### src/rtl/ps2_host_tx_if.sv
// ps2_host_tx_if: byte handshake, status pulses and PS/2 pin bundle for the host transmitter
interface ps2_host_tx_if;
    logic [7:0] tx_data;
    logic       tx_valid;
    logic       tx_ready;
    logic       busy;
    logic       tx_done;
    logic       tx_err;
    logic       ps2_clk_in;
    logic       ps2_dat_in;
    logic       ps2_clk_oe;
    logic       ps2_dat_oe;

    modport master (
        output tx_data, tx_valid, ps2_clk_in, ps2_dat_in,
        input  tx_ready, busy, tx_done, tx_err, ps2_clk_oe, ps2_dat_oe
    );

    modport slave (
        input  tx_data, tx_valid, ps2_clk_in, ps2_dat_in,
        output tx_ready, busy, tx_done, tx_err, ps2_clk_oe, ps2_dat_oe
    );
endinterface

### src/rtl/ps2_host_tx.sv
// ps2_host_tx: PS/2 host-to-device byte transmitter (request-to-send, 11-bit frame, ACK check)
module ps2_host_tx #(
    parameter int INHIBIT_CYCLES = 4800,
    parameter int TIMEOUT_CYCLES = 720000
) (
    input logic          clk,
    input logic          rst,
    ps2_host_tx_if.slave bus
);
    typedef enum logic [2:0] {IDLE, INHIBIT, START, SHIFT, ACK, RELEASE} state_t;
    localparam int IW = $clog2(INHIBIT_CYCLES + 1);
    localparam int TW = $clog2(TIMEOUT_CYCLES + 1);

    state_t        state_q;
    logic [2:0]    clk_sync_q;
    logic [1:0]    dat_sync_q;
    logic [9:0]    shift_q;
    logic [3:0]    bit_cnt_q;
    logic [IW-1:0] inh_cnt_q;
    logic [TW-1:0] to_cnt_q;
    logic          clk_oe_q, dat_oe_q, done_q, err_q;
    logic          clk_s, dat_s, fe;

    assign clk_s = clk_sync_q[1];
    assign dat_s = dat_sync_q[1];
    assign fe    = clk_sync_q[2] & ~clk_sync_q[1];

    assign bus.tx_ready   = state_q == IDLE;
    assign bus.busy       = state_q != IDLE;
    assign bus.tx_done    = done_q;
    assign bus.tx_err     = err_q;
    assign bus.ps2_clk_oe = clk_oe_q;
    assign bus.ps2_dat_oe = dat_oe_q;

    // Two-flop synchronizers on both pins plus one history flop for clock falling-edge detection
    always_ff @(posedge clk or posedge rst) begin
        if (rst) begin
            clk_sync_q <= 3'b111;
            dat_sync_q <= 2'b11;
        end else begin
            clk_sync_q <= {clk_sync_q[1:0], bus.ps2_clk_in};
            dat_sync_q <= {dat_sync_q[0], bus.ps2_dat_in};
        end
    end

    // Transmit FSM: inhibit, shift the frame out on device falling edges, check ACK, wait for bus release
    always_ff @(posedge clk or posedge rst) begin
        if (rst) begin
            state_q   <= IDLE;
            shift_q   <= '0;
            bit_cnt_q <= '0;
            inh_cnt_q <= '0;
            to_cnt_q  <= '0;
            clk_oe_q  <= 1'b0;
            dat_oe_q  <= 1'b0;
            done_q    <= 1'b0;
            err_q     <= 1'b0;
        end else begin
            done_q <= 1'b0;
            err_q  <= 1'b0;
            case (state_q)
                IDLE: begin
                    if (bus.tx_valid) begin
                        shift_q   <= {1'b1, ~^bus.tx_data, bus.tx_data};
                        inh_cnt_q <= IW'(INHIBIT_CYCLES - 1);
                        clk_oe_q  <= 1'b1;
                        state_q   <= INHIBIT;
                    end
                end
                INHIBIT: begin
                    if (inh_cnt_q == '0) begin
                        clk_oe_q  <= 1'b0;
                        dat_oe_q  <= 1'b1;
                        to_cnt_q  <= TW'(TIMEOUT_CYCLES - 1);
                        bit_cnt_q <= '0;
                        state_q   <= START;
                    end else begin
                        inh_cnt_q <= inh_cnt_q - IW'(1);
                    end
                end
                default: begin
                    if (to_cnt_q == '0) begin
                        clk_oe_q <= 1'b0;
                        dat_oe_q <= 1'b0;
                        err_q    <= 1'b1;
                        state_q  <= IDLE;
                    end else begin
                        to_cnt_q <= to_cnt_q - TW'(1);
                        if (state_q == RELEASE) begin
                            if (clk_s && dat_s) begin
                                done_q  <= 1'b1;
                                state_q <= IDLE;
                            end
                        end else if (fe) begin
                            if (state_q == ACK) begin
                                err_q   <= dat_s;
                                state_q <= dat_s ? IDLE : RELEASE;
                            end else begin
                                dat_oe_q  <= ~shift_q[0];
                                shift_q   <= {1'b0, shift_q[9:1]};
                                bit_cnt_q <= bit_cnt_q + 4'd1;
                                state_q   <= (bit_cnt_q == 4'd9) ? ACK : SHIFT;
                            end
                        end
                    end
                end
            endcase
        end
    end
endmodule
### src/flat_wrapper.sv
// flat-port wrapper written by rule: the top's interface ports become plain ports
module ps2_host_tx_flat 
#(
    parameter int INHIBIT_CYCLES = 4800,
    parameter int TIMEOUT_CYCLES = 720000
)
  (clk, rst, bus_tx_data, bus_tx_valid, bus_ps2_clk_in, bus_ps2_dat_in, bus_tx_ready, bus_busy, bus_tx_done, bus_tx_err, bus_ps2_clk_oe, bus_ps2_dat_oe);
  ps2_host_tx_if bus_i ();
  input logic clk;
  input logic rst;
  input wire logic [$bits(bus_i.tx_data)-1:0] bus_tx_data;
  input wire logic [$bits(bus_i.tx_valid)-1:0] bus_tx_valid;
  input wire logic [$bits(bus_i.ps2_clk_in)-1:0] bus_ps2_clk_in;
  input wire logic [$bits(bus_i.ps2_dat_in)-1:0] bus_ps2_dat_in;
  output wire logic [$bits(bus_i.tx_ready)-1:0] bus_tx_ready;
  output wire logic [$bits(bus_i.busy)-1:0] bus_busy;
  output wire logic [$bits(bus_i.tx_done)-1:0] bus_tx_done;
  output wire logic [$bits(bus_i.tx_err)-1:0] bus_tx_err;
  output wire logic [$bits(bus_i.ps2_clk_oe)-1:0] bus_ps2_clk_oe;
  output wire logic [$bits(bus_i.ps2_dat_oe)-1:0] bus_ps2_dat_oe;
  assign bus_i.tx_data = bus_tx_data;
  assign bus_i.tx_valid = bus_tx_valid;
  assign bus_i.ps2_clk_in = bus_ps2_clk_in;
  assign bus_i.ps2_dat_in = bus_ps2_dat_in;
  assign bus_tx_ready = bus_i.tx_ready;
  assign bus_busy = bus_i.busy;
  assign bus_tx_done = bus_i.tx_done;
  assign bus_tx_err = bus_i.tx_err;
  assign bus_ps2_clk_oe = bus_i.ps2_clk_oe;
  assign bus_ps2_dat_oe = bus_i.ps2_dat_oe;
  ps2_host_tx #(.INHIBIT_CYCLES(INHIBIT_CYCLES), .TIMEOUT_CYCLES(TIMEOUT_CYCLES)) u_core (.clk(clk), .rst(rst), .bus(bus_i));
endmodule
### config.mk
export PLATFORM = sky130hd
export DESIGN_NAME = ps2_host_tx_flat
export DESIGN_NICKNAME = d
export VERILOG_FILES = /design/src/rtl/ps2_host_tx_if.sv /design/src/rtl/ps2_host_tx.sv /design/src/flat_wrapper.sv
export SDC_FILE = /design/constraint.sdc
export NUM_CORES = 1
export LEC_CHECK = 0
export CORE_MARGIN = 2
export CORE_UTILIZATION = 57
export DETAILED_ROUTE_END_ITERATION = 16
export DONT_BUFFER_PORTS = 1
export GPL_TIMING_DRIVEN = 0
export PLACE_DENSITY = 0.72
export SETUP_SLACK_MARGIN = 0.2
export SYNTH_ARGS = -nofsm -noshare
export SYNTH_HDL_FRONTEND = slang
export SYNTH_SLANG_ARGS = --single-unit
### constraint.sdc
create_clock -name clk -period 2.5 [get_ports clk]
set_input_delay 0.625 -clock clk [delete_from_list [all_inputs] [get_ports clk]]
set_output_delay 0.625 -clock clk [all_outputs]
set_load 0.05 [all_outputs]
=== Word-level counts from Yosys, hierarchy flattened ===
Index checks and enable logic that the tools add are counted.
Widths: inputs -> output; s select.

* Register bits: 59
* Bits in latches: 0
* RAM bits: 0
* Bits in read-only memories: 0
* Bits of input ports: 13
* Output and inout bits: 6
* Memories: 0

* Add/subtract/negate cells: 3
* $mul: 0
* Div/mod/pow operators: 0
* Magnitude comparators: 0
* Equality and inequality tests: 16
* Shift-type cells: 0
* Multiplexer cells: 47
* Bitwise gates (word level): 5
* Reduce and logical (&&, ||, !) cells: 20

{| class="wikitable"
|+ Operator list
! cell !! count
|-
| $mux 10 || 5
|-
| $mux 20 || 2
|-
| $pmux 20 s2 || 1
|-
| $mux 3 || 9
|-
| $mux 13 || 2
|-
| $pmux 13 s2 || 1
|-
| $logic_not 20->1 || 1
|-
| $mux 4 || 5
|-
| $pmux 10 s2 || 1
|-
| $sub 20x1->20 const B || 1
|-
| $mux 1 || 17
|-
| $ne 2x2->1 const B || 8
|-
| $logic_not 13->1 || 1
|-
| $sub 13x1->13 const B || 1
|-
| $reduce_and 6->1 || 2
|-
| $reduce_and 3->1 || 3
|-
| $reduce_bool 3->1 || 3
|-
| $pmux 4 s2 || 1
|-
| $reduce_xnor 8->1 || 1
|-
| $eq 3x3->1 const B || 2
|-
| $ne 3x2->1 const B || 2
|-
| $pmux 3 s2 || 1
|-
| $reduce_bool 2->1 || 3
|-
| $ne 5x4->1 const B || 1
|-
| other kinds (13) || 17
|}

=== Longest topological paths before layout ===
* Depth in word-level cells: 7
* Mapped depth: 9

=== Worst setup path before layout ===
OpenSTA, ideal clock, no wires.

* Kind: register -> output
* From: register u_core.state_q[1]
* To: output port bus_busy
* Data arrival time: 1792 ps
* Setup slack: 83 ps
* Cell stages (with the launch flop): 7
* Buffers on the path: 3
* Path through: dfrtp_1 -> clkbuf_1 -> or2_1 -> buf_6 -> nor2_1 -> buf_2 -> inv_1

* Longest elaborated chain between the ends: 1

{| class="wikitable"
|+ Ends and longest elaborated chain
! what !! line !! RTL
|-
| from (decl) || ps2_host_tx.sv:14 || <nowiki>state_t state_q;</nowiki>
|-
| from (signal assigned) || ps2_host_tx.sv:97 || <nowiki>state_q <= dat_s ? IDLE : RELEASE;</nowiki>
|-
| from (signal assigned) || ps2_host_tx.sv:102 || <nowiki>state_q <= (bit_cnt_q == 4'd9) ? ACK : SHIFT;</nowiki>
|-
| $reduce_bool 3->1 || ps2_host_tx.sv:29 || <nowiki>assign bus.busy = state_q != IDLE;</nowiki>
|-
| to (decl) || flat_wrapper.sv:16 || <nowiki>output wire logic [$bits(bus_i.busy)-1:0] bus_busy;</nowiki>
|}

No other way between the ends.

=== Worst setup path in the final report ===
Same ends and word-level chain as after synthesis.

==> impl_metrics.csv <==
group,metric,value,unit
sta,min_period_over_period,93.6,%
finish,numnets_final,361,
placed_design,numPlacedInstances,400,
sta,timing.setup.tns,0,ns
finish,fin_util,66.5,%
cts,cts_clk_pin_slew_worst_paths,0.06,ns
finish,layoutNonFillerInstCount,420,
yosys,syn-instance-count,327,
yosys,synth_edf_count,0,
floorplanning,core-area,5470,sq um
routing,routed_wl,6720,um
floorplanning,die_h,79.2,um
routing,routed_via_density,5.93,
cts,cts.sinks,59,
yosys,most_common_flop_cell_mapped_by_yosys,"sky130_fd_sc_hd__dfrtp_1",
status,run_status,"finished, final reports clean",
finish,ratio_of_cells_with_drive_above_1_in_the_final_layout,17.5,%
power,p_leak,0.00155,uW
routing,top_layer,"met4",
sta,slew_viol_final,0,
grt,via_count_of_the_first_global_routing_pass,2383,
worst_setup_path,worstPathArrival,1.72,ns
finish,multi_input_area,1650,sq um
floorplanning,std_cell_rows,27,
sta,max_freq,427,MHz
routing,detailroute.wirelength.met2,2990,um
floorplanning,io-pin-count,19,
sta,worst_slew_pin_slew,0.730,ns
placed_design,gpl.final_weighted_congestion,0.837,
cts,htree_num_levels,3,
floorplanning,die_area,6260,sq um
sta,max-slew-margin-rel,51.3,%
cts,clockBufferDepth,2,
worst_setup_path,worst_ep_required_time,1.88,ns
grt,grt_pass1_wl,11400,um
placed_design,post_place_setup_slack,0.104,ns
finish,synthToLayoutAreaGrowth,13.0,%
sta,finClkSkew,0.00743,ns
routing,dr.first_iter.drc_count,135,
yosys,post_synth_num_cell_types,61,
yosys,synth_commonest_cells,"sky130_fd_sc_hd__dfrtp_1, sky130_fd_sc_hd__nor2_1, sky130_fd_sc_hd__a21oi_1",
placed_design,dp.final_hpwl,4650,um
yosys,synth_sequential_area_ratio,46.1,%
yosys,netlist_area,3220,sq um
sta,final.min_clock_period,2.34,ns
grt,grt_use_total,23.6,%
cts,clkLatencyLatePin,0.34,ns
floorplanning,floorplan.initialDensity,58.8,%
sta,final_hold_viol_count,0,
yosys,postSynthRegisterBits,59,
routing,drtAntennaViolNets,0,
routing,remaining_design_rule_violation_count,0,
cts,master_cell_of_the_clock_root_buffer,"sky130_fd_sc_hd__clkbuf_8",
finish,final.fill_count,456,
grt,grt_max_degree,45,
yosys,warning_count_from_the_yosys_run,0,
sta,rsz0062_at_grt,"yes",
worst_setup_path,critPathCaptureType,"primary output",
sta,worst_hold_check_slack,0.140,ns
cts,tritoncts_clock_tree,"built",
grt,antenna_found_initial,0,
yosys,synth.area.top_cells,"sky130_fd_sc_hd__dfrtp_1, sky130_fd_sc_hd__xnor2_1, sky130_fd_sc_hd__mux2i_1",
grt,global_route.overflow_total,0,
routing,met3_wirelength,368,um
routing,detailroute.via_count,2489,
yosys,async_flop_share,100,%
routing,wire_per_inst,16.0,um
routing,met1Wirelength,3210,um
yosys,syn_avg_cell_area,9.85,sq um
finish,antenna-diode-count,0,
power,power_per_cell_area,792,nW/um^2
sta,setup_viol,0,
yosys,synth_top_cell_by_area,"sky130_fd_sc_hd__dfrtp_1",
job,timing.max_cap.violations,0,
cts,ctsHoldBuffers,0,
yosys,synth.most_common_cell,"sky130_fd_sc_hd__dfrtp_1",
cts,cts_made_buffers,9,
worst_setup_path,reg2reg_depth,6,
power,power.ir.vdd_worst,489,uV
yosys,synth.net_count,345,
worst_setup_path,worst_setup_sp_type,"flop",
finish,layout.area.seq,1480,sq um
floorplanning,fp.dieW,79.2,um
worst_setup_path,critical_path_peak_fanout,5,
routing,drt_pass1_iterations,4,
hold_path,hold_path_class,"input pin to async pin",
placed_design,io_buffers,0,
sta,fin_ws,0.159,ns
yosys,synth_top_area_share,42.0,%
worst_setup_path,setup.worst_path.class,"flop to primary output",
-- layout by cell type, fill, tap and decap left out, types with 3 or more instances in the layout --
cell type                   n
sky130_fd_sc_hd__nor2_1    27
sky130_fd_sc_hd__mux2i_1   14
sky130_fd_sc_hd__buf_4      3
sky130_fd_sc_hd__inv_1      7
sky130_fd_sc_hd__o211ai_1   3
sky130_fd_sc_hd__dfrtp_1   54
sky130_fd_sc_hd__nand3_1   13
sky130_fd_sc_hd__o21ai_1    3
sky130_fd_sc_hd__a21oi_1   26
sky130_fd_sc_hd__nand2b_1   4
sky130_fd_sc_hd__ha_1       5
sky130_fd_sc_hd__nor3_1    19
sky130_fd_sc_hd__a31o_2     3
sky130_fd_sc_hd__xnor2_1   18
sky130_fd_sc_hd__o21ai_0    7
sky130_fd_sc_hd__a211oi_1   5
sky130_fd_sc_hd__clkbuf_8  12
sky130_fd_sc_hd__buf_2      7
sky130_fd_sc_hd__or3_1      7
sky130_fd_sc_hd__nor4_1     4
sky130_fd_sc_hd__nor4_4     3
sky130_fd_sc_hd__and4_1     4
sky130_fd_sc_hd__dfstp_2    5
sky130_fd_sc_hd__nor2b_1    3
sky130_fd_sc_hd__nand2_1   23
sky130_fd_sc_hd__clkbuf_1   3
sky130_fd_sc_hd__nand4_1    7
-- worst paths after layout --
kind,from,end,slack [ns]
min,rst,u_core.to_cnt_q[4]$_DFFE_PP0P_,0.14
min reg2reg,u_core.clk_sync_q[0]$_DFF_PP1_,u_core.clk_sync_q[1]$_DFF_PP1_,0.36
max reg2reg,u_core.inh_cnt_q[9]$_DFFE_PP0P_,u_core.inh_cnt_q[12]$_DFFE_PP0P_,0.29
max in group asynchronous,rst,u_core.dat_sync_q[1]$_DFF_PP1_,1.75
max,u_core.state_q[1]$_DFFE_PP0P_,bus_busy,0.16
min in group clk,bus_ps2_clk_in,u_core.clk_sync_q[0]$_DFF_PP1_,0.28
-- report_power, final --
group	switching [uW]	internal, uW
Clock	377	614
Sequential	102	1070
Combinational	419	302
-- worst max-delay path: stages, from the launching register on --
cell,delay [ns]
sky130_fd_sc_hd__dfrtp_1,0.37
sky130_fd_sc_hd__clkbuf_8,0.13
sky130_fd_sc_hd__or2_1,0.22
sky130_fd_sc_hd__buf_6,0.13
sky130_fd_sc_hd__nor2_4,0.11
sky130_fd_sc_hd__buf_12,0.17
sky130_fd_sc_hd__clkinvlp_4,0.25
-- kinds of logic after synthesis --
kind of cell | after synthesis | share of synthesized area [%]
AND/OR/NAND/NOR | 139 | 24.8
adder cells (fa/ha/maj) | 5 | 1.94
buffers and inverters | 22 | 3.30
AO/OA/AOI/OAI | 67 | 13.7
flip-flops | 59 | 46.1
XOR/XNOR | 20 | 5.44
multiplexers | 15 | 4.70
-- cell type report --
class,instances,share of cell area (%)
multi-input combinational,246,45.5
sequential,59,40.8
clock buffer,12,4.27
buffer,13,2.68
tap,72,2.48
clock inverter,4,2.00
timing repair buffer,5,1.31
inverter,9,1.03
-- sequential cells by signal (all words and copies together) (netlist names) --
signal                 count
u_core.to_cnt_q           20
u_core.inh_cnt_q          13
u_core.shift_q            10
u_core.bit_cnt_q           4
u_core.clk_sync_q          3
u_core.state_q             3
u_core.dat_sync_q          2
u_core.bus.ps2_clk_oe      1
u_core.bus.ps2_dat_oe      1
u_core.bus.tx_done         1
u_core.bus.tx_err          1
-- stage by stage --
step,power [uW],instance area [sq um]
finish,2880,3640
global route,3030,3640
CTS,2890,3620
detailed placement,1830,3330
global placement,1810,3310
floorplan,1700,3220
-- layer usage --
| metal | up-vias | global-route usage (%) |
|---|---|---|
| met4 | 0 | 12.1 |
| met1 | 1185 | 33.2 |
| li1 | 1226 | - |
| met2 | 62 | 34.6 |
| met3 | 16 | 5.00 |
| met5 | - | 0 |
-- timing repair --
action	CTS	global route
pin swaps	2	2
resized for setup	9	3
cloned	1	0
buffers inserted	3	0
setup endpoints to repair	2	7
hold endpoints to repair	0	0
Note: power is estimated with default switching activity, not from simulation.
